### src/rtl/hanoi_move_gen.sv
// Purpose     : emits the optimal 2^S-1 Tower-of-Hanoi move sequence (peg 0 -> peg 2) as fr/to moves.
// Latency     : first move is valid one cycle after start; done pulses two cycles after the last accepted move.
// Backpressure: valid/ready; fr/to/mv_valid are registered and hold while mv_valid & !mv_ready.
//
// Ports: clk, rst_n (async active-low), start (sampled in IDLE), busy (RUN),
//        done (1-cycle pulse), mv_valid/mv_ready (move handshake), fr/to (peg codes 0..2),
//        mv_cnt (moves accepted this/last sequence), err (sticky illegal-move flag).
// Optional feature: define HANOI_MOVE_CHECK_EN to build the shadow peg-occupancy
// checker that drives err; otherwise err is tied to 0.
module hanoi_move_gen #(
  parameter int S = 4
) (
  input  logic         clk,
  input  logic         rst_n,
  input  logic         start,
  output logic         busy,
  output logic         done,
  output logic         mv_valid,
  input  logic         mv_ready,
  output logic [1:0]   fr,
  output logic [1:0]   to,
  output logic [S-1:0] mv_cnt,
  output logic         err
);

  localparam logic [S-1:0] K_LAST = {S{1'b1}};
  localparam bit           S_EVEN = (S % 2) == 0;

  typedef enum logic [1:0] {IDLE, RUN, FIN} state_t;

  state_t       state_q, state_d;
  logic [S-1:0] k_q, k_d;
  logic [S-1:0] mv_cnt_q, mv_cnt_d;
  logic         busy_q, busy_d;
  logic         done_q, done_d;
  logic         mv_valid_q, mv_valid_d;
  logic [1:0]   fr_q, fr_d;
  logic [1:0]   to_q, to_d;

  logic [S-1:0] k_nxt;
  logic [3:0]   mv_nxt;
  logic         hs;

  function automatic logic [1:0] mod3(input logic [S:0] x);
    return 2'(x % (S+1)'(3));
  endfunction

  // Even stack heights mirror the odd-height sequence with pegs 1 and 2 exchanged.
  function automatic logic [1:0] swap12(input logic [1:0] c);
    case (c)
      2'd1:    return 2'd2;
      2'd2:    return 2'd1;
      default: return c;
    endcase
  endfunction

  // Move k: source = (k & (k-1)) mod 3, dest = ((k | (k-1)) + 1) mod 3.
  // Widened to S+1 bits because (k | (k-1)) + 1 reaches 2^S on the last move.
  function automatic logic [3:0] move_of(input logic [S-1:0] k);
    logic [S:0] kx;
    logic [S:0] km1;
    logic [1:0] f;
    logic [1:0] d;
    kx  = {1'b0, k};
    km1 = kx - 1'b1;
    f   = mod3(kx & km1);
    d   = mod3((kx | km1) + 1'b1);
    if (S_EVEN) begin
      f = swap12(f);
      d = swap12(d);
    end
    return {f, d};
  endfunction

  assign hs     = (state_q == RUN) & mv_valid_q & mv_ready;
  // In IDLE the next move to load is move 1; in RUN it is k+1.
  assign k_nxt  = (state_q == RUN) ? k_q + 1'b1 : {{(S-1){1'b0}}, 1'b1};
  assign mv_nxt = move_of(k_nxt);

  always_comb begin
    state_d    = state_q;
    k_d        = k_q;
    mv_cnt_d   = mv_cnt_q;
    busy_d     = busy_q;
    done_d     = 1'b0;
    mv_valid_d = mv_valid_q;
    fr_d       = fr_q;
    to_d       = to_q;
    case (state_q)
      IDLE: begin
        if (start) begin
          state_d    = RUN;
          k_d        = k_nxt;
          mv_cnt_d   = '0;
          busy_d     = 1'b1;
          mv_valid_d = 1'b1;
          fr_d       = mv_nxt[3:2];
          to_d       = mv_nxt[1:0];
        end
      end
      RUN: begin
        if (hs) begin
          mv_cnt_d = mv_cnt_q + 1'b1;
          if (k_q == K_LAST) begin
            state_d    = FIN;
            busy_d     = 1'b0;
            mv_valid_d = 1'b0;
          end else begin
            k_d  = k_nxt;
            fr_d = mv_nxt[3:2];
            to_d = mv_nxt[1:0];
          end
        end
      end
      FIN: begin
        state_d = IDLE;
        done_d  = 1'b1;
      end
      default: state_d = IDLE;
    endcase
  end

  always_ff @(posedge clk or negedge rst_n) begin
    if (!rst_n) begin
      state_q    <= IDLE;
      k_q        <= '0;
      mv_cnt_q   <= '0;
      busy_q     <= 1'b0;
      done_q     <= 1'b0;
      mv_valid_q <= 1'b0;
      fr_q       <= 2'b00;
      to_q       <= 2'b00;
    end else begin
      state_q    <= state_d;
      k_q        <= k_d;
      mv_cnt_q   <= mv_cnt_d;
      busy_q     <= busy_d;
      done_q     <= done_d;
      mv_valid_q <= mv_valid_d;
      fr_q       <= fr_d;
      to_q       <= to_d;
    end
  end

  assign busy     = busy_q;
  assign done     = done_q;
  assign mv_valid = mv_valid_q;
  assign fr       = fr_q;
  assign to       = to_q;
  assign mv_cnt   = mv_cnt_q;

`ifdef HANOI_MOVE_CHECK_EN
  // Shadow occupancy: bit i of mask[p] = disk i on peg p (bit 0 smallest).
  // Entry 3 exists only so a 2-bit peg code always indexes in range; it stays 0.
  logic [S-1:0] mask_q [4];
  logic [S-1:0] mask_d [4];
  logic         err_q, err_d;
  logic [S-1:0] src, dst, src_lsb, dst_lsb;
  logic         legal;

  always_comb begin
    src     = mask_q[fr_q];
    dst     = mask_q[to_q];
    src_lsb = src & (~src + 1'b1);
    dst_lsb = dst & (~dst + 1'b1);
    legal   = (src != '0) && ((dst == '0) || (dst_lsb > src_lsb));
    mask_d  = mask_q;
    err_d   = err_q;
    if ((state_q == IDLE) && start) begin
      mask_d[0] = {S{1'b1}};
      mask_d[1] = '0;
      mask_d[2] = '0;
      mask_d[3] = '0;
      err_d     = 1'b0;
    end else if (hs) begin
      // Clear first, then set, so a degenerate fr==to move leaves the mask intact.
      mask_d[fr_q] = mask_q[fr_q] & ~src_lsb;
      mask_d[to_q] = mask_d[to_q] | src_lsb;
      if (!legal) err_d = 1'b1;
    end
  end

  always_ff @(posedge clk or negedge rst_n) begin
    if (!rst_n) begin
      mask_q[0] <= {S{1'b1}};
      mask_q[1] <= '0;
      mask_q[2] <= '0;
      mask_q[3] <= '0;
      err_q     <= 1'b0;
    end else begin
      mask_q <= mask_d;
      err_q  <= err_d;
    end
  end

  assign err = err_q;
`else
  assign err = 1'b0;
`endif

endmodule
### config.mk
export PLATFORM = sky130hd
export DESIGN_NAME = hanoi_move_gen
export DESIGN_NICKNAME = d
export VERILOG_FILES = /design/src/rtl/hanoi_move_gen.sv
export SDC_FILE = /design/constraint.sdc
export NUM_CORES = 1
export LEC_CHECK = 0
export ABC_CLOCK_PERIOD_IN_PS = 3200
export BUFFER_PORTS_ARGS = -buffer_cell sky130_fd_sc_hd__buf_2
export CORE_ASPECT_RATIO = 1.5
export CORE_MARGIN = 5
export CORE_UTILIZATION = 52
export DETAILED_ROUTE_END_ITERATION = 12
export PLACE_DENSITY = 0.75
export REMOVE_ABC_BUFFERS = 1
export SKIP_LAST_GASP = 1
export SLEW_MARGIN = 10
export SYNTH_ARGS = -nofsm -noshare
export SYNTH_HDL_FRONTEND = slang
export SYNTH_SLANG_ARGS = --single-unit
### constraint.sdc
create_clock -name clk -period 3.2 [get_ports clk]
set_input_delay 0.32 -clock clk [delete_from_list [all_inputs] [get_ports clk]]
set_output_delay 0.32 -clock clk [all_outputs]
set_load 0.02 [all_outputs]
Word-level counts from Yosys, hierarchy flattened

Cells that the tools add are included.

Reductions and logical operators: 6
Muxes and demuxes: 27
Equal/unequal tests: 11
$add $sub $neg: 4
Div/mod/pow operators: 2
Bitwise logic cells: 4

Operator list:

| kind                  | number |
|---|---|
| $mux W4               | 6 |
| $pmux W2 S2           | 5 |
| $mux W2               | 9 |
| $pmux W4 S2           | 2 |
| $mod A5 B2 Y5 const B | 2 |
| $add A4 B1 Y4 const B | 2 |
| $reduce_and A4 Y1     | 2 |
| $eq A2 B1 Y1 const B  | 3 |
| $eq A2 B2 Y1 const B  | 3 |
| $ne A2 B2 Y1 const B  | 3 |
| $reduce_and A3 Y1     | 2 |
| $add A5 B1 Y5 const B | 1 |
| $and A4 B5 Y5         | 1 |
| $or A4 B5 Y5          | 1 |
| $sub A4 B1 Y5 const B | 1 |
| $eq A4 B4 Y1 const B  | 1 |
| $mux W1               | 4 |
| $and A1 B1 Y1         | 2 |
| $logic_not A2 Y1      | 1 |
| $ne A2 B1 Y1 const B  | 1 |
| $pmux W1 S2           | 1 |
| $reduce_bool A2 Y1    | 1 |

Output and inout bits: 12
Input bits: 4
Register bits: 16
Word-level logic and storage cells: 61

Depth between registers and ports, before layout

Gate-level depths: netlist of the first run.

Depth in word-level cells: 11
Mapped depth: 18
Depth with buffers taken out: 16

Worst setup path before layout of the first run

No wires, ideal clock.

Path type: register to register
Start: register k_q[1]
End: register to_q[1] (netlist: to[1])
Path buffers: 1
Period minus slack after synthesis: 3,144 ps
Data arrival time: 3,001 ps
Stages on the path, launching flop included: 15
Data required time: 3,057 ps
Library setup time: 143 ps
Slack: 56 ps
Cells stage by stage: dfrtp_1 > ha_1 > a21bo_2 > a21oi_1 > o32ai_1 > a211oi_2 > nor2_1 > ha_1 > buf_1 > o211ai_1 > a21oi_1 > ha_1 > o311a_1 > o311ai_1 > a31oi_1

Longest elaborated chain between the ends: 11
Elaborated cells on any way between the ends: 16
Classes of those cells: 3 x add/sub; 1 x div; 4 x eq/ne; 6 x mux; 1 x bitwise; 1 x reduce/logical

RTL lines:

| element                                      | line | RTL |
|---|---|---|
| start: declaration                           | 32   | `logic [S-1:0] k_q, k_d;` |
| start signal: assignment                     | 135  | `k_q <= k_d;` |
| $add A4 B1 Y4                                | 77   | `assign k_nxt = (state_q == RUN) ? k_q + 1'b1 : {{(S-1){1'b0}}, 1'b1};` |
| $mux W4                                      | 77   |  |
| $sub A4 B1 Y5                                | 65   | `km1 = kx - 1'b1;` |
| $or A4 B5 Y5                                 | 67   | `d = mod3((kx \| km1) + 1'b1);` |
| $add A5 B1 Y5                                | 67   |  |
| $mod A5 B2 Y5                                | 45   | `return 2'(x % (S+1)'(3));` |
| $eq A2 B2 Y1 or $eq A2 B1 Y1 (tied branches) | 50   | `case (c)` |
| $pmux W2 S2                                  | 50   |  |
| $mux W2                                      | 104  | `if (k_q == K_LAST) begin` |
| $mux W2                                      | 102  | `if (hs) begin` |
| $pmux W2 S2                                  | 89   | `case (state_q)` |
| end signal: assignment                       | 141  | `to_q <= to_d;` |
| end: declaration                             | 38   | `logic [1:0] to_q, to_d;` |

Parallel ways exist; a longest one is shown, timed or not. The select of a mux whose other input is x is not followed.
A chain may end at the register's enable or synchronous reset.

Worst setup path in the final report of the first run

Ends and elaborated chain as after synthesis.

==> results of run 1 <==
-- worst max-delay path: stages, from the launching register on --
cell and delay [ps]:
sky130_fd_sc_hd__dfrtp_1 390, sky130_fd_sc_hd__ha_1 320, sky130_fd_sc_hd__a21bo_2 210, sky130_fd_sc_hd__a21oi_2 120
sky130_fd_sc_hd__o32ai_2 100, sky130_fd_sc_hd__a211oi_2 270, sky130_fd_sc_hd__nor2_1 70, sky130_fd_sc_hd__ha_2 220
sky130_fd_sc_hd__o211ai_1 230, sky130_fd_sc_hd__a21oi_2 100, sky130_fd_sc_hd__ha_2 210, sky130_fd_sc_hd__o311a_1 350
sky130_fd_sc_hd__o311ai_2 270, sky130_fd_sc_hd__a31oi_1 120
-- cells in the final DEF, fill, tap and decap left out, drive strengths merged, types with 2 or more instances in the layout --
cell type and n:
o21ai 8, inv 4, a31oi 4, o311a 3, o21a 2, nand3 7
nand2 17, a22o 2, ha 6, nand2b 7, xor2 5, nor3b 3
or2 2, mux2 4, o211ai 3, nor3 2, xnor2 5, dfrtp 16
buf 26, nor2 17, a21oi 12, clkbuf 4, a211oi 2, nand4 3
nor4 3, a2bb2oi 2, o32ai 2, nor2b 2
-- how the worst max path moves through the flow --
stage | startpoint | endpoint | slack [ps] | depth (start not counted)
final | k_q[1] | to[1] | 90 | 13
after global routing | k_q[1] | to[1] | -90 | 13
after CTS | k_q[1] | to[1] | 30 | 13
after detailed placement | k_q[1] | to[1] | 20 | 13
after global placement | k_q[0] | to[1] | 130 | 13
after floorplan | k_q[0] | to[1] | -150 | 13
-- repair_timing --
| action | CTS | global route |
|---|---|---|
| endpoints found under the setup margin | 1 | 1 |
| pin swaps | 1 | 10 |
| buffers inserted | 0 | 2 |
| resized for setup | 0 | 9 |
| hold buffers | 1 | 0 |
| endpoints found under the hold margin | 16 | 0 |
-- area by class of cell --
type | count | share of cell area [%]
well taps | 37 | 2.816
inverters | 4 | 0.9132
multi-input cells | 135 | 58.22
repair buffers | 27 | 10.35
clock buffers | 4 | 3.349
flip-flops and latches | 16 | 24.35
-- cell families (layout without fill, tap and decap cells) --
logic type | Yosys count | count (layout) | share of synthesized area, %
AND/OR/NAND/NOR | 66 | 66 | 24.19
AO/OA/AOI/OAI | 48 | 48 | 24.55
flip-flops | 16 | 16 | 28.67
buffers and inverters | 15 | 35 | 5.825
XOR/XNOR | 10 | 10 | 7.886
adder cells (fa/ha/maj) | 6 | 6 | 5.376
multiplexers | 4 | 4 | 3.226
other | 1 | 1 | 0.2686
-- stage by stage --
stage	area, sq um	hold slack, ps
2_1_floorplan	1330	24.41
3_3_place_gp	1521	239.1
3_5_place_dp	1521	248.5
4_1_cts	1587	381.4
5_1_grt	1644	414.9
6_report	1644	382.2
-- state kept, by name (all words and copies together) (netlist names) --
name,flops
mv_cnt,4
state_q,2
mv_valid,1
fr,2
to,2
k_q,4
done,1
-- layer usage --
metal	vias up	part of all wire [%]
li1	644	-
met1	651	38
met2	39	56
met3	11	3.0
met4	0	2.9
met5	-	0
==> out/qor.txt, run 1 <==
SYNTHESIS
--------------------------------------------------------------------------------------------------
Top cells by area in the synthesized netlist ........................................ sky130_fd_sc_hd__dfrtp_1 (29%), sky130_fd_sc_hd__ha_1 (5.4%), sky130_fd_sc_hd__nand2_1 (4.6%)
Most used flip-flop cell after synthesis ............................................ sky130_fd_sc_hd__dfrtp_1
Top-count cell post-synth ........................................................... sky130_fd_sc_hd__nand2_1
Synth area leader ................................................................... sky130_fd_sc_hd__dfrtp_1
Share of the yosys chip area belonging to registers .................................       28.67%
Flop and latch count out of synthesis ...............................................           16
Distinct cells, synth ...............................................................           50
Post-synth EDFFs ....................................................................            0
Combined area of all synthesized cells .............................................. 0.001396 sq mm
Most numerous cell types in the synthesized netlist ................................. sky130_fd_sc_hd__nand2_1 (17), sky130_fd_sc_hd__dfrtp_1 (16), sky130_fd_sc_hd__nor2_1 (16), sky130_fd_sc_hd__a21oi_1 (12)
Post-synthesis average cell area ....................................................  8.412 sq um
Cell count after synthesis ..........................................................          166
Share of the synthesized area in the top cell type ..................................       28.67%
Share of synthesized flip-flops with an asynchronous set or reset ...................       100.0%
Yosys warnings ......................................................................            0

WORST SETUP PATH
--------------------------------------------------------------------------------------------------
Register-to-register path setup slack ...............................................        90 ps
Startpoint class of the critical path ...............................................    flip-flop
WS Path Type ........................................................................      reg2reg
Element type at the critical path end ...............................................    flip-flop
R2r endpoint ........................................................................        to[1]
Crit path max fanout ................................................................            5
Cell count of the worst reg-to-reg path .............................................           13
Required time at the worst-slack endpoint ...........................................      3320 ps
Worst endpoint data arrival time ....................................................      3230 ps
Reg2reg start .......................................................................       k_q[1]

GLOBAL ROUTE
--------------------------------------------------------------------------------------------------
Total track usage ...................................................................       19.63%
Global-route wire length before repair ..............................................      5878 um
GR Util met1 ........................................................................       21.67%
Via count of the first global-routing pass ..........................................         1371
Number of antenna violations at the first check in global routing ...................            0
Sum of overflow across all layers after global routing ..............................            0
Most utilized layer in the global route result ......................................         met2
Met2 routing resource usage after global routing ....................................       35.64%
Global-route met3 utilization .......................................................       2.434%
Largest net degree at the start of global routing ...................................           17

CTS
--------------------------------------------------------------------------------------------------
Clock sink total ....................................................................           16
Root buffer cell .................................................................... sky130_fd_sc_hd__clkbuf_8
CTS max path bufs ...................................................................            2
Number of H-tree levels .............................................................            1
Clock transition time at the flip-flop clock pins of the worst setup and hold paths .        60 ps
Clock tree from TritonCTS ...........................................................         done
Clock buffer count from CTS .........................................................            3
Clock latency reported for the late side of the worst-skew pair .....................       250 ps

TIMING
--------------------------------------------------------------------------------------------------
Fin Clk Skew ........................................................................     2.472 ps
Setup WS post-layout ................................................................     88.76 ps
Minimum clock period ................................................................      3111 ps
Max-slew violation total from the final report ......................................            0
Finish-stage setup viols ............................................................            0
Final clock period utilization by the worst path ....................................       97.23%
Pin slew with the least headroom to its limit .......................................     528.6 ps
Setup repair after global routing missed its margin .................................         true
Aggregate negative setup slack ......................................................         0 ps
Fmax ................................................................................   0.3214 GHz
Final hold vios .....................................................................            0
Worst max-slew margin expressed relative to the limit ...............................       64.43%

CELLS AND AREA
--------------------------------------------------------------------------------------------------
FF/Latch Area .......................................................................  400.4 sq um
Syn-to-layout area delta ............................................................       17.74%
Area of the multi-input gates .......................................................  957.2 sq um
Ratio of cells with drive above 1 in the final layout ...............................       28.49%
Final Net Count .....................................................................          197
Final core occ ......................................................................       62.78%
Diodes inserted .....................................................................            0
Total of fill cells in the finished design ..........................................          209
Non-filler instance count after layout ..............................................          223

PLACED DESIGN
--------------------------------------------------------------------------------------------------
Post-detailed-placement half-perimeter wirelength ...................................      2599 um
PortBufs ............................................................................           14
Post-Place Worst Slack ..............................................................     21.22 ps
Placed Cells ........................................................................          216
Final weighted congestion in routability-driven placement ...........................       0.8873

DETAILED ROUTING
--------------------------------------------------------------------------------------------------
Post-detailed-route wirelength per cell .............................................     15.27 um
Final routed wirelength across all metal layers .....................................      3406 um
Remaining design rule violation count ...............................................            0
Routed vias/inst ....................................................................        6.031
Vias post-DR ........................................................................         1345
Detail Route Antenna Nets ...........................................................            0
Number of DRC markers after the initial detailed-route iteration ....................           50
DRT Pass-1 Iters ....................................................................            4

MIN PATH
--------------------------------------------------------------------------------------------------
Endpoint of the worst hold path .....................................................   state_q[1]
Hold Startpoint .....................................................................     mv_ready
Hold Path Class .....................................................................       in2reg
Number of instances on the worst hold path ..........................................            3

DIE
--------------------------------------------------------------------------------------------------
Total die area ...................................................................... 0.003843 sq mm
Standard cell core area ............................................................. 0.002619 sq mm
Die Wd ..............................................................................     52.31 um
Number of rows created at floorplan .................................................           23
Effective utilization at floorplan ..................................................       53.32%
Top-level I/O count .................................................................           16
Die Y ...............................................................................     73.47 um

RUN
--------------------------------------------------------------------------------------------------
Max Cap Violations ..................................................................            0

STATUS
--------------------------------------------------------------------------------------------------
Status .............................................................................. finished, final reports clean

Power of run 1 is left out: the tool's default activity adds up to more than one toggle a clock period on the data nets, which glitch-free logic cannot reach.
==> run 2: changes to the inputs <==
--- a/config.mk
+++ b/config.mk
@@ -8,10 +8,12 @@
 export ABC_CLOCK_PERIOD_IN_PS = 3200
 export BUFFER_PORTS_ARGS = -buffer_cell sky130_fd_sc_hd__buf_2
 export CORE_ASPECT_RATIO = 1.5
-export CORE_MARGIN = 5
-export CORE_UTILIZATION = 52
+export CORE_MARGIN = 1
+export CORE_UTILIZATION = 54
+export CTS_BUF_LIST = sky130_fd_sc_hd__clkbuf_8
 export DETAILED_ROUTE_END_ITERATION = 12
-export PLACE_DENSITY = 0.75
+export PLACE_DENSITY = 0.78
+export RECOVER_POWER = 25
 export REMOVE_ABC_BUFFERS = 1
 export SKIP_LAST_GASP = 1
 export SLEW_MARGIN = 10
==> run 2 against run 1 <==
  * Die area down 27%
  * Critical endpoint unchanged
  * Non-clock buffer count up 2
  * Highest routed layer unchanged
  * Cell count down 4.9%
  * Utilization up 4.0 points
  * Setup slack better by 82 ps
==> out/qor.txt, run 2 (same netlist as run 1, synthesis figures left out) <==
CELLS AND AREA
--------------------------------------------------------------------------------------------------
Diodes inserted .....................................................................            0   unchanged
Most common cell after layout, fill and taps aside .................................. sky130_fd_sc_hd__nand2_1
Area of the multi-input gates .......................................................  952.2 sq um   -0.52%
Non-filler instance count after layout ..............................................          212   -4.9%
Commonest cells after routing, fill and taps aside .................................. sky130_fd_sc_hd__nand2_1 (17), sky130_fd_sc_hd__nor2_1 (16), sky130_fd_sc_hd__dfrtp_1 (16), sky130_fd_sc_hd__buf_4 (14), sky130_fd_sc_hd__buf_2 (13)
Final Net Count .....................................................................          199   +1.0%
Total of fill cells in the finished design ..........................................          195   -6.7%
Ratio of cells with drive above 1 in the final layout ...............................       28.19%   -0.30 points
Syn-to-layout area delta ............................................................       17.20%
FF/Latch Area .......................................................................  400.4 sq um   unchanged

DETAILED ROUTING
--------------------------------------------------------------------------------------------------
DRT Pass-1 Iters ....................................................................            4   unchanged
Detail Route Antenna Nets ...........................................................            0   unchanged
Vias post-DR ........................................................................         1372   +2.0%
Final routed wirelength across all metal layers .....................................      3410 um   +0.12%
Remaining design rule violation count ...............................................            0   unchanged
Number of DRC markers after the initial detailed-route iteration ....................           42   -16%
Routed vias/inst ....................................................................        6.472   +7.3%
Post-detailed-route wirelength per cell .............................................     16.08 um   +5.3%

TIMING
--------------------------------------------------------------------------------------------------
Fmax ................................................................................   0.3302 GHz   +2.7%
Fin Clk Skew ........................................................................    0.7412 ps   -1.731 ps
Worst max-slew margin expressed relative to the limit ...............................       43.92%   -21 points
Pin slew with the least headroom to its limit .......................................     841.2 ps   +312.6 ps
Final hold vios .....................................................................            0   unchanged
Max-slew violation total from the final report ......................................            0   unchanged
Minimum clock period ................................................................      3029 ps   -82.39 ps
Finish-stage setup viols ............................................................            0   unchanged
Final clock period utilization by the worst path ....................................       94.65%   -2.6 points

DIE
--------------------------------------------------------------------------------------------------
Standard cell core area ............................................................. 0.002450 sq mm   -6.4%
Number of rows created at floorplan .................................................           22   -4.3%
Effective utilization at floorplan ..................................................       57.00%   +3.7 points
Die Wd ..............................................................................     43.52 um   -17%
Die Y ...............................................................................     64.28 um   -13%
Top-level I/O count .................................................................           16   unchanged
Total die area ...................................................................... 0.002797 sq mm   -27%

WORST SETUP PATH
--------------------------------------------------------------------------------------------------
WS Path Type ........................................................................      reg2reg
Worst endpoint data arrival time ....................................................      3160 ps   -70 ps
Reg2reg start .......................................................................       k_q[0]
Element type at the critical path end ...............................................    flip-flop
Required time at the worst-slack endpoint ...........................................      3330 ps   about the same
CP startpoint .......................................................................       k_q[0]
Crit path max fanout ................................................................            4   -1
Startpoint class of the critical path ...............................................    flip-flop

GLOBAL ROUTE
--------------------------------------------------------------------------------------------------
Total track usage ...................................................................       26.44%   +6.8 points
Largest net degree at the start of global routing ...................................           17   unchanged
Sum of overflow across all layers after global routing ..............................            0   unchanged
Global-route wire length before repair ..............................................      5630 um   -4.2%
Via count of the first global-routing pass ..........................................         1328   -3.1%
Number of antenna violations at the first check in global routing ...................            0   unchanged

CTS
--------------------------------------------------------------------------------------------------
Number of H-tree levels .............................................................            1   unchanged
CTS max path bufs ...................................................................            2   unchanged
Clock buffer count from CTS .........................................................            3   unchanged
Clock transition time at the flip-flop clock pins of the worst setup and hold paths .        60 ps   about the same
Root buffer cell .................................................................... sky130_fd_sc_hd__clkbuf_8
Clock sink total ....................................................................           16   unchanged
Clock tree from TritonCTS ...........................................................         done
Clock latency reported for the late side of the worst-skew pair .....................       250 ps   about the same

PLACED DESIGN
--------------------------------------------------------------------------------------------------
Placed Cells ........................................................................          205   -5.1%
Post-detailed-placement half-perimeter wirelength ...................................      2525 um   -2.9%
PortBufs ............................................................................           14   unchanged
Final weighted congestion in routability-driven placement ...........................       0.9365   +5.5%

RUN
--------------------------------------------------------------------------------------------------
Max Cap Violations ..................................................................            0   unchanged

MIN PATH
--------------------------------------------------------------------------------------------------
Hold Path Class .....................................................................       in2reg
Hold Startpoint .....................................................................        start

STATUS
--------------------------------------------------------------------------------------------------
Status .............................................................................. finished, final reports clean

## run 2: path summary, 6_finish.rpt
path / cells past startpoint / slack [ps] / to
setup / recovery: 13 / 170 / to[1]
hold / removal: 3 / 380 / mv_valid
setup reg to reg: 13 / 170 / to[1]
hold reg to reg: 1 / 530 / fr[0]
max in group asynchronous: 2 / 1990 / mv_cnt[3]
min in group asynchronous: 2 / 690 / fr[0]
## run 2: cell type report
type / count / area share, %
Inverter: 4 / 0.9174
Sequential cell: 16 / 24.46
Clock buffer: 4 / 3.364
Tap cell: 24 / 1.835
Timing Repair Buffer: 29 / 11.24
Multi-Input combinational cell: 135 / 58.18
## run 2: metrics by stage
| stage | worst slack, ps | utilization, % | TNS [ps] | instance area (sq um) | hold WS, ps |
|---|---|---|---|---|---|
| after floorplan | -148.4 | - | -148.4 | 1330 | 24.41 |
| after global routing | -58.89 | 66.80 | -58.89 | 1637 | 393.7 |
| final | 171.2 | 66.80 | 0 | 1637 | 379.9 |
| after global placement | 156.5 | 62.05 | 0 | 1520 | 241.5 |
| after CTS | 33.77 | 64.71 | 0 | 1585 | 382.2 |
| after detailed placement | 48.52 | 62.05 | 0 | 1520 | 246.1 |
## run 2: timing repair
| action | 4_1_cts | 5_1_grt |
|---|---|---|
| resized for setup | 0 | 9 |
| endpoints found under the setup margin | 0 | 1 |
| endpoints found under the hold margin | 16 | 0 |
| hold buffers | 1 | 0 |
| buffers inserted | 0 | 2 |
## run 2: metal layers
layer	vias up	GRT usage [%]	wire length, um
li1	649	-	-
met3	15	3.955	140
met4	0	12.89	102
met2	49	48.30	1837
met5	-	0	0
met1	659	28.37	1330
## run 2: worst max-delay path, stage by stage, from the launching register on
cell	delay (ps)
sky130_fd_sc_hd__dfrtp_1	380
sky130_fd_sc_hd__ha_1	310
sky130_fd_sc_hd__a21bo_2	230
sky130_fd_sc_hd__a21oi_2	140
sky130_fd_sc_hd__o32ai_2	90
sky130_fd_sc_hd__a211oi_2	220
sky130_fd_sc_hd__nor2_1	70
sky130_fd_sc_hd__ha_2	220
sky130_fd_sc_hd__o211ai_1	240
sky130_fd_sc_hd__a21oi_2	120
sky130_fd_sc_hd__ha_4	210
sky130_fd_sc_hd__o311a_1	350
sky130_fd_sc_hd__o311ai_2	230
sky130_fd_sc_hd__a31oi_1	120
Power of run 2 is left out for the same reason.
==> run 3: changes to the inputs <==
--- a/config.mk
+++ b/config.mk
@@ -8,7 +8,7 @@
 export ABC_CLOCK_PERIOD_IN_PS = 3200
 export BUFFER_PORTS_ARGS = -buffer_cell sky130_fd_sc_hd__buf_2
 export CORE_ASPECT_RATIO = 1.5
-export CORE_MARGIN = 1
+export CORE_MARGIN = 8
 export CORE_UTILIZATION = 54
 export CTS_BUF_LIST = sky130_fd_sc_hd__clkbuf_8
 export DETAILED_ROUTE_END_ITERATION = 12
==> run 3 against run 2 <==
  * Via count decreased by 4.4%
  * First-iteration DRC count increased by 19%
  * Utilization decreased by 0.66 points
  * Sequential share of layout area increased by 0.25 points
  * Count of clock-buffer cells in the layout decreased by 1
  * Critical path type unchanged
  * Cell count unchanged
  * Global-route usage decreased by 10 points
  * Routed wire length increased by 5.5%
  * Critical path depth increased by 2
  * Clock skew increased by 6.7 ps
  * Die area increased by 61%
  * Setup slack improved by 11 ps
==> out/qor.txt, run 3 (same netlist as run 1, synthesis figures left out) <==
GLOBAL ROUTE
--------------------------------------------------------------------------------------------------
Global-route wire length before repair ..............................................      5975 um   +6.1%
Total track usage ...................................................................       16.42%   -10 points
Sum of overflow across all layers after global routing ..............................            0   unchanged
Via count of the first global-routing pass ..........................................         1386   +4.4%
Largest net degree at the start of global routing ...................................           17   unchanged
Number of antenna violations at the first check in global routing ...................            0   unchanged

WORST SETUP PATH
--------------------------------------------------------------------------------------------------
Crit path max fanout ................................................................            4   unchanged
Element type at the critical path end ...............................................    flip-flop
R2r endpoint ........................................................................        to[1]
Critical path endpoint ..............................................................        to[1]
Worst endpoint data arrival time ....................................................      3140 ps   -20 ps
CP startpoint .......................................................................       k_q[0]
Cell count of the worst reg-to-reg path .............................................           15   +2
WS Path Type ........................................................................      reg2reg
Reg2reg start .......................................................................       k_q[0]
Required time at the worst-slack endpoint ...........................................      3320 ps   about the same
Startpoint class of the critical path ...............................................    flip-flop
Register-to-register path setup slack ...............................................       180 ps   about the same

TIMING
--------------------------------------------------------------------------------------------------
Minimum clock period ................................................................      3018 ps   -10.61 ps
Worst max-slew margin expressed relative to the limit ...............................       41.30%   -2.6 points
Pin slew with the least headroom to its limit .......................................     880.5 ps   +39.29 ps
Max-slew violation total from the final report ......................................            0   unchanged
Fmax ................................................................................   0.3313 GHz   +0.35%
Finish-stage setup viols ............................................................            0   unchanged
Fin Clk Skew ........................................................................     7.438 ps   +6.697 ps
Setup repair after global routing missed its margin .................................        false
Final clock period utilization by the worst path ....................................       94.32%   -0.33 points
Final hold vios .....................................................................            0   unchanged

CTS
--------------------------------------------------------------------------------------------------
Clock latency reported for the late side of the worst-skew pair .....................       250 ps   about the same
Root buffer cell .................................................................... sky130_fd_sc_hd__clkbuf_8
Clock buffer count from CTS .........................................................            3   unchanged
Clock tree from TritonCTS ...........................................................         done
Clock sink total ....................................................................           16   unchanged
Number of H-tree levels .............................................................            1   unchanged
CTS max path bufs ...................................................................            2   unchanged
Clock transition time at the flip-flop clock pins of the worst setup and hold paths .        70 ps   about the same

CELLS AND AREA
--------------------------------------------------------------------------------------------------
Ratio of cells with drive above 1 in the final layout ...............................       28.19%   unchanged
Syn-to-layout area delta ............................................................       16.04%
Final Net Count .....................................................................          200   +0.50%
Total of fill cells in the finished design ..........................................          206   +5.6%
Commonest cells after routing, fill and taps aside .................................. sky130_fd_sc_hd__nand2_1 (17), sky130_fd_sc_hd__nor2_1 (16), sky130_fd_sc_hd__dfrtp_1 (16), sky130_fd_sc_hd__buf_4 (15), sky130_fd_sc_hd__buf_2 (13)
Most common cell after layout, fill and taps aside .................................. sky130_fd_sc_hd__nand2_1
Final core occ ......................................................................       66.14%   -0.66 points
Design area ......................................................................... 0.001620 sq mm   -0.99%
Diodes inserted .....................................................................            0   unchanged

DETAILED ROUTING
--------------------------------------------------------------------------------------------------
Met3 WL post-DR .....................................................................       103 um   -26%
Remaining design rule violation count ...............................................            0   unchanged
Final routed wirelength across all metal layers .....................................      3597 um   +5.5%
Top metal layer carrying routed signals .............................................         met4
Wire length on met2 .................................................................      1962 um   +6.8%
DRT Pass-1 Iters ....................................................................            4   unchanged
Number of DRC markers after the initial detailed-route iteration ....................           50   +19%
Post-detailed-route wirelength per cell .............................................     16.97 um   +5.5%
Routed vias/inst ....................................................................        6.184   -4.4%
Detail Route Antenna Nets ...........................................................            0   unchanged
Vias post-DR ........................................................................         1311   -4.4%
Met1 Routed Length ..................................................................      1486 um   +12%

DIE
--------------------------------------------------------------------------------------------------
Number of rows created at floorplan .................................................           22   unchanged
Total die area ...................................................................... 0.004503 sq mm   +61%
Die Y ...............................................................................     78.28 um   +22%
Effective utilization at floorplan ..................................................       57.00%   unchanged
Top-level I/O count .................................................................           16   unchanged
Standard cell core area ............................................................. 0.002450 sq mm   unchanged
Die Wd ..............................................................................     57.52 um   +32%

PLACED DESIGN
--------------------------------------------------------------------------------------------------
Cell area reported after detailed placement ......................................... 0.001535 sq mm   +0.99%
PortBufs ............................................................................           14   unchanged
Final weighted congestion in routability-driven placement ...........................       0.9968   +6.4%
Post-detailed-placement half-perimeter wirelength ...................................      2768 um   +9.6%

RUN
--------------------------------------------------------------------------------------------------
Max Cap Violations ..................................................................            0   unchanged

MIN PATH
--------------------------------------------------------------------------------------------------
Hold Path Class .....................................................................       in2reg

STATUS
--------------------------------------------------------------------------------------------------
Status .............................................................................. finished, final reports clean

==> run 3: cell type report <==
class                           instances  area [sq um]  share of cell area [%]
Multi-Input combinational cell        135         942.2                   58.15
Sequential cell                        16         400.4                   24.71
Timing Repair Buffer                   30         191.4                   11.81
Clock buffer                            3         41.29                   2.548
Tap cell                               24         30.03                   1.853
Inverter                                4         15.01                  0.9266
==> run 3: per-stage QoR <==
stage               hold slack (ps)  std cells  TNS, ps  setup slack (ps)
floorplan                     24.41        155   -148.4            -148.4
global placement              242.4        207        0             164.4
detailed placement            249.4        207        0             45.58
CTS                           368.6        211        0             14.40
global route                  383.4        212        0             3.219
finish                        366.6        212        0             181.8
==> run 3: repair_timing <==
item,4_1_cts,5_1_grt
buffers inserted,0,1
hold buffers,1,0
gates resized for setup,0,9
endpoints found under the hold margin,16,0
endpoints found under the setup margin,0,4
==> run 3: critical path, stage by stage, from the launching register on <==
cell and delay (ps):
sky130_fd_sc_hd__dfrtp_1 390, sky130_fd_sc_hd__ha_2 290, sky130_fd_sc_hd__a21bo_2 210, sky130_fd_sc_hd__a21oi_1 140, sky130_fd_sc_hd__o32ai_1 110, sky130_fd_sc_hd__a211oi_2 230, sky130_fd_sc_hd__nor2_1 70, sky130_fd_sc_hd__ha_2 200
sky130_fd_sc_hd__o211ai_1 210, sky130_fd_sc_hd__a21oi_2 100, sky130_fd_sc_hd__ha_2 200, sky130_fd_sc_hd__nor2_1 120, sky130_fd_sc_hd__o211ai_1 110, sky130_fd_sc_hd__o311a_1 150, sky130_fd_sc_hd__o311ai_2 230, sky130_fd_sc_hd__a31oi_1 120
==> run 3: how the worst min path moves through the flow <==
stage,from,end,slack (ps),cells after the start
finish,mv_ready,state_q[1],370,3
global route,mv_ready,state_q[1],380,3
CTS,mv_ready,state_q[1],370,3
detailed placement,rst_n,fr[0],250,1
global placement,rst_n,done,240,1
floorplan,rst_n,done,20,0
==> run 3: per-layer routing <==
layer | track usage (%) | up-vias
li1 | - | 648
met2 | 30.35 | 36
met4 | 7.809 | 0
met5 | 0 | -
met1 | 17.45 | 623
met3 | 2.447 | 4
Power of run 3 is left out for the same reason.
